File: config.mk
export PLATFORM = sky130hd
export DESIGN_NAME = vram_wr_arb_flat
export DESIGN_NICKNAME = d
export VERILOG_FILES = /design/src/rtl/vram_wr_arb_if.sv /design/src/rtl/vram_wr_arb.sv /design/src/flat_wrapper.sv
export SDC_FILE = /design/constraint.sdc
export NUM_CORES = 1
export LEC_CHECK = 0
export BUFFER_PORTS_ARGS = -buffer_cell sky130_fd_sc_hd__buf_2
export CORE_MARGIN = 5
export CORE_UTILIZATION = 45
export DETAILED_ROUTE_END_ITERATION = 6
export GPL_ROUTABILITY_DRIVEN = 0
export PLACE_DENSITY_LB_ADDON = 0.12
export SYNTH_ARGS = -nofsm -noshare
export SYNTH_HDL_FRONTEND = slang
export SYNTH_SLANG_ARGS = --single-unit
File: constraint.sdc
create_clock -name clk_25mhz -period 1.93 [get_ports clk_25mhz]
set_input_delay 0.193 -clock clk_25mhz [delete_from_list [all_inputs] [get_ports clk_25mhz]]
set_output_delay 0.193 -clock clk_25mhz [all_outputs]
set_load 0.02 [all_outputs]
File: src/rtl/vram_wr_arb_if.sv
// VRAM port-B write arbiter bundle: requester side, frame sync and port B.
// master drives requests and vga_end; slave is the arbiter.
interface vram_wr_arb_if;
  logic        vga_end;
  logic        req0;
  logic        req1;
  logic [18:0] adr0;
  logic [18:0] adr1;
  logic [8:0]  dat0;
  logic [8:0]  dat1;
  logic        ack0;
  logic        ack1;
  logic [18:0] addrb;
  logic [8:0]  dinb;
  logic        web;
  logic        win_open;

  modport master (
    output vga_end, req0, req1,
    output adr0, adr1, dat0, dat1,
    input  ack0, ack1, addrb, dinb,
    input  web, win_open
  );

  modport slave (
    input  vga_end, req0, req1,
    input  adr0, adr1, dat0, dat1,
    output ack0, ack1, addrb, dinb,
    output web, win_open
  );
endinterface

File: src/rtl/vram_wr_arb.sv
// Two-requester round-robin VRAM write arbiter.
// Writes are only granted inside the blanking window opened by vga_end.
module vram_wr_arb #(
  parameter logic [15:0] WIN_LEN   = 16'd35200,
  parameter logic [7:0]  MAX_BURST = 8'd64
) (
  input logic         clk_25mhz,
  input logic         RST_N,
  vram_wr_arb_if.slave bus
);

  typedef enum logic [1:0] {
    IDLE,
    GNT0,
    GNT1
  } state_t;

  state_t      state;
  logic        rr;
  logic [15:0] win_cnt;
  logic [6:0]  burst;
  logic        open;
  logic        issue0;
  logic        issue1;
  logic        cap;
  logic        pick0;

  assign open = (win_cnt != 16'd0);
  assign bus.win_open = open;

  // ack high blocks a second write so the requester can advance
  assign issue0 = (state == GNT0) && bus.req0
                && !bus.ack0 && open;
  assign issue1 = (state == GNT1) && bus.req1
                && !bus.ack1 && open;

  assign cap = (({1'b0, burst} + 8'd1) == MAX_BURST);
  assign pick0 = bus.req0 && (!bus.req1 || !rr);

  always_ff @(posedge clk_25mhz or negedge RST_N) begin
    if (!RST_N) begin
      win_cnt <= 16'd0;
    end else if (bus.vga_end) begin
      win_cnt <= WIN_LEN;
    end else if (open) begin
      win_cnt <= win_cnt - 16'd1;
    end
  end

  always_ff @(posedge clk_25mhz or negedge RST_N) begin
    if (!RST_N) begin
      state     <= IDLE;
      rr        <= 1'b0;
      burst     <= 7'd0;
      bus.web   <= 1'b0;
      bus.ack0  <= 1'b0;
      bus.ack1  <= 1'b0;
      bus.addrb <= 19'd0;
      bus.dinb  <= 9'd0;
    end else begin
      bus.web  <= issue0 | issue1;
      bus.ack0 <= issue0;
      bus.ack1 <= issue1;
      if (issue0) begin
        bus.addrb <= bus.adr0;
        bus.dinb  <= bus.dat0;
      end else if (issue1) begin
        bus.addrb <= bus.adr1;
        bus.dinb  <= bus.dat1;
      end
      if (issue0 | issue1) begin
        burst <= burst + 7'd1;
      end
      unique case (state)
        IDLE: begin
          unique case (1'b1)
            open && pick0: begin
              state <= GNT0;
              burst <= 7'd0;
            end
            open && !pick0 && bus.req1: begin
              state <= GNT1;
              burst <= 7'd0;
            end
            default: state <= IDLE;
          endcase
        end
        GNT0: begin
          if (!bus.req0 || !open || (issue0 && cap)) begin
            state <= IDLE;
            rr    <= 1'b1;
          end
        end
        GNT1: begin
          if (!bus.req1 || !open || (issue1 && cap)) begin
            state <= IDLE;
            rr    <= 1'b0;
          end
        end
        default: state <= IDLE;
      endcase
    end
  end

endmodule

File: src/flat_wrapper.sv
// flat-port wrapper written by rule: the top's interface ports become plain ports
module vram_wr_arb_flat 
#(
  parameter logic [15:0] WIN_LEN   = 16'd35200,
  parameter logic [7:0]  MAX_BURST = 8'd64
)
  (clk_25mhz, RST_N, bus_vga_end, bus_req0, bus_req1, bus_adr0, bus_adr1, bus_dat0, bus_dat1, bus_ack0, bus_ack1, bus_addrb, bus_dinb, bus_web, bus_win_open);
  vram_wr_arb_if bus_i ();
  input logic clk_25mhz;
  input logic RST_N;
  input wire logic [$bits(bus_i.vga_end)-1:0] bus_vga_end;
  input wire logic [$bits(bus_i.req0)-1:0] bus_req0;
  input wire logic [$bits(bus_i.req1)-1:0] bus_req1;
  input wire logic [$bits(bus_i.adr0)-1:0] bus_adr0;
  input wire logic [$bits(bus_i.adr1)-1:0] bus_adr1;
  input wire logic [$bits(bus_i.dat0)-1:0] bus_dat0;
  input wire logic [$bits(bus_i.dat1)-1:0] bus_dat1;
  output wire logic [$bits(bus_i.ack0)-1:0] bus_ack0;
  output wire logic [$bits(bus_i.ack1)-1:0] bus_ack1;
  output wire logic [$bits(bus_i.addrb)-1:0] bus_addrb;
  output wire logic [$bits(bus_i.dinb)-1:0] bus_dinb;
  output wire logic [$bits(bus_i.web)-1:0] bus_web;
  output wire logic [$bits(bus_i.win_open)-1:0] bus_win_open;
  assign bus_i.vga_end = bus_vga_end;
  assign bus_i.req0 = bus_req0;
  assign bus_i.req1 = bus_req1;
  assign bus_i.adr0 = bus_adr0;
  assign bus_i.adr1 = bus_adr1;
  assign bus_i.dat0 = bus_dat0;
  assign bus_i.dat1 = bus_dat1;
  assign bus_ack0 = bus_i.ack0;
  assign bus_ack1 = bus_i.ack1;
  assign bus_addrb = bus_i.addrb;
  assign bus_dinb = bus_i.dinb;
  assign bus_web = bus_i.web;
  assign bus_win_open = bus_i.win_open;
  vram_wr_arb #(.WIN_LEN(WIN_LEN), .MAX_BURST(MAX_BURST)) u_core (.clk_25mhz(clk_25mhz), .RST_N(RST_N), .bus(bus_i));
endmodule
==> metrics.txt <==
status finished, final reports clean; starting density of the core 45.65%; Arr. time, crit path 1730 ps; grt total ovfl 0; # setup viols final 0; DR iter-0 viols 108; final wirelength 7463 um; largest cells by area after synthesis dfrtp_1 50%, nand2_1 8.7%, nor2_1 6.7%; Ant. Diodes 0; share of cells above drive strength 1 38.83%; Final period util 99.80%; Filler cells 533; Post-Syn Area per Cell 8.959 um2; Seq/Total Area, Yosys 50.07%; Final ANT Viol Nets 0; CP peak stage delay 430 ps; I/O Pins 93; area occupied by multi-input gates 1441 um2; yosys warns 0; met3 WL post-DR 471 um; CTS Buffer Depth 2; antenna violations before repair 0; Switching Share 37.09%; Slowest-stage cell, CP dfrtp_1; largest area contributor in the netlist dfrtp_1; Crit Path Max Fanout 4; DP Wirelength 5098 um; vias per inst 5.238; placed cell area 3545 um2; CTS clk-pin slew, worst paths 70 ps; total core area 6241 um2; total number of vias 2,724; 1st-pass router iterations 4; number of synthesized flops with an enable pin 0; Lkg Pwr 1.838 nW; Crit Path Category reg2out; routed len/inst 14.35 um; # rows 29; CTS tree built; Die Span Y 89.57 um; gr usage total 19.70%; Switching Power 1.699 mW; asr flop ratio synth 100.0%; Critical path origin u_core.win_cnt[8]; area grow syn2layout 40.67%; final slew viol count 0; R2R depth 7; number of port buffers 92; CP cell instances nor4_4, and4_4, inv_4, buf_4, buf_6; Pint 2.881 mW; cell depth of the worst setup path 5; slack of the worst reg-to-reg path 10 ps; register area 1431 um2; Final #Nets 505; Synth Register Bits 57; final hold violations 0; PD cells 1143 nW/um2; Top delay family on crit path simple AND/OR/NAND/NOR gates; Post-synth top flop dfrtp_1; cell count after synthesis 318; clk_lat worst skew 330 ps; part of the power in registers 39.2%; detailed-route DRC error count 0; # H-tree levels 3; Critical Path Sink bus_win_open; Top Metal Used met4; worst r2r src u_core.win_cnt[8]; worst path bufs/invs 3; Peak Freq 519.2 MHz; synth unique cells 47; Worst slew margin 69.20%; finished layout cell area 4008 um2; Tmin final 1926 ps; most common cell after layout, fill and taps aside buf_2; TritonCTS Buffers 9; r2r endpoint u_core.bus.addrb[3]; Synth Net Count 383; met1 wire length 3300 um; WL met2 3582 um; startpoint types register; Combinational Power Share 37.3%; Die Area 8023 um2; Critical Path RT 1740 ps; synthesized cell area 2849 um2; most frequent cells in the layout 91 x buf_2, 66 x nand2_1, 53 x dfrtp_1; fin worst setup slack 3.947 ps; slew of the pin with the lowest slew margin 458.5 ps; largest net degree at the start of global routing 30; root buf cell clkbuf_8; first-pass GRT wire length 12,330 um; Peak VDD IR 0.7093 mV; Die Width 89.57 um; post-layout util 64.21%; hold_ws 101.3 ps; RSZ-0062 raised after global routing true; Placement Setup Slack -68.63 ps; vias in the first global route 2,719; HP Class in2reg; CP Capture Type output port; Clk network pwr share 23.5%; area share of the largest cell type after synthesis 50.07%; maxcap violations 0; Fin Clk Skew 11.13 ps; # clock sinks 57
[metal layers]
metal  global-route usage, %  vias up
met5                       0        -
met4                   9.066        0
met3                   5.566        9
met2                   30.45       86
met1                   25.65     1287
li1                        -     1342
[through the flow]
stage          TNS (ps)  power [mW]  instances
2_1_floorplan         0       2.750        318
3_3_place_gp     -67.52       3.368        494
3_5_place_dp      -1366       3.391        494
4_1_cts          -1.613       4.554        514
5_1_grt          -674.0       4.863        520
6_report              0       4.579        520
[final cells by class]
type | instances | share of cell area (%)
Clock buffer | 10 | 3.434
Clock inverter | 4 | 1.124
Inverter | 8 | 0.8117
Multi-Input combinational cell | 237 | 35.97
Sequential cell | 57 | 35.72
Tap cell | 77 | 2.404
Timing Repair Buffer | 127 | 20.54
[repair_timing]
| action | in CTS | in global routing |
|---|---|---|
| endpoints found under the setup margin | 40 | 46 |
| pin swaps | 4 | 8 |
| gates resized for setup | 18 | 15 |
| hold buffers | 1 | 0 |
| endpoints found under the hold margin | 18 | 0 |
| setup buffers | 5 | 6 |
| gates cloned | 1 | 0 |
[worst register-to-register path, stage by stage, from the launching register on]
cell and delay, ps:
dfrtp_1 430, nor4_4 350, and4_4 310, buf_6 150
nor2_4 50, buf_12 150, bufbuf_16 270, a31oi_1 140
[how the worst min path moves through the flow]
stage / cells past startpoint / to / startpoint / slack, ps
floorplan: 0 / u_core.burst[0] / RST_N / -100
global placement: 1 / u_core.win_cnt[10] / RST_N / 170
detailed placement: 1 / u_core.win_cnt[8] / RST_N / 170
CTS: 3 / u_core.bus.dinb[3] / bus_dat1[3] / 90
global route: 3 / u_core.bus.dinb[0] / bus_dat1[0] / 100
finish: 3 / u_core.bus.dinb[2] / bus_dat1[2] / 100
[cell families (layout without fill, tap and decap cells)]
group                      after synthesis  after routing  synth area share, %
AOI/OAI and AO/OA                       54             54                12.34
xor gates and xnor gates                13             13                3.997
adders and majority gates                4              4                1.757
buffers and inverters                   24            149                4.260
DFF                                     57             57                50.07
muxes                                    1              1               0.3514
and+or+nand+nor                        165            165                27.23
[power by group through the flow]
stage | combinational (mW) | sequential (mW) | clock, mW
5_1_grt | 1.88 | 1.85 | 1.14
6_report | 1.71 | 1.80 | 1.08
3_3_place_gp | 1.58 | 1.79 | 0
3_5_place_dp | 1.60 | 1.79 | 0
2_1_floorplan | 0.590 | 2.16 | 0
4_1_cts | 1.67 | 1.79 | 1.09
[state kept, by name, summed over array words and instances, names as in the netlist]
register and flops:
u_core.burst 7, u_core.bus.ack0 1, u_core.bus.ack1 1, u_core.bus.addrb 19, u_core.bus.dinb 9, u_core.bus.web 1
u_core.rr 1, u_core.state 2, u_core.win_cnt 16
[synth_stat cells (2+ instances only)]
master,count
nand2_1,66
dfrtp_1,57
nor2_1,51
a31oi_1,29
xnor2_1,11
a21oi_1,8
nor3_1,8
buf_2,7
inv_1,7
nand3_1,7
nor4_1,5
buf_4,4
clkbuf_1,4
ha_1,4
nor2b_1,4
or3_1,4
nand2b_1,3
o21ai_0,3
a221oi_1,2
and3_1,2
nor4_2,2
nor4b_1,2
o311ai_0,2
or4_1,2
xor2_1,2
Power figures use the tool's default switching activity.
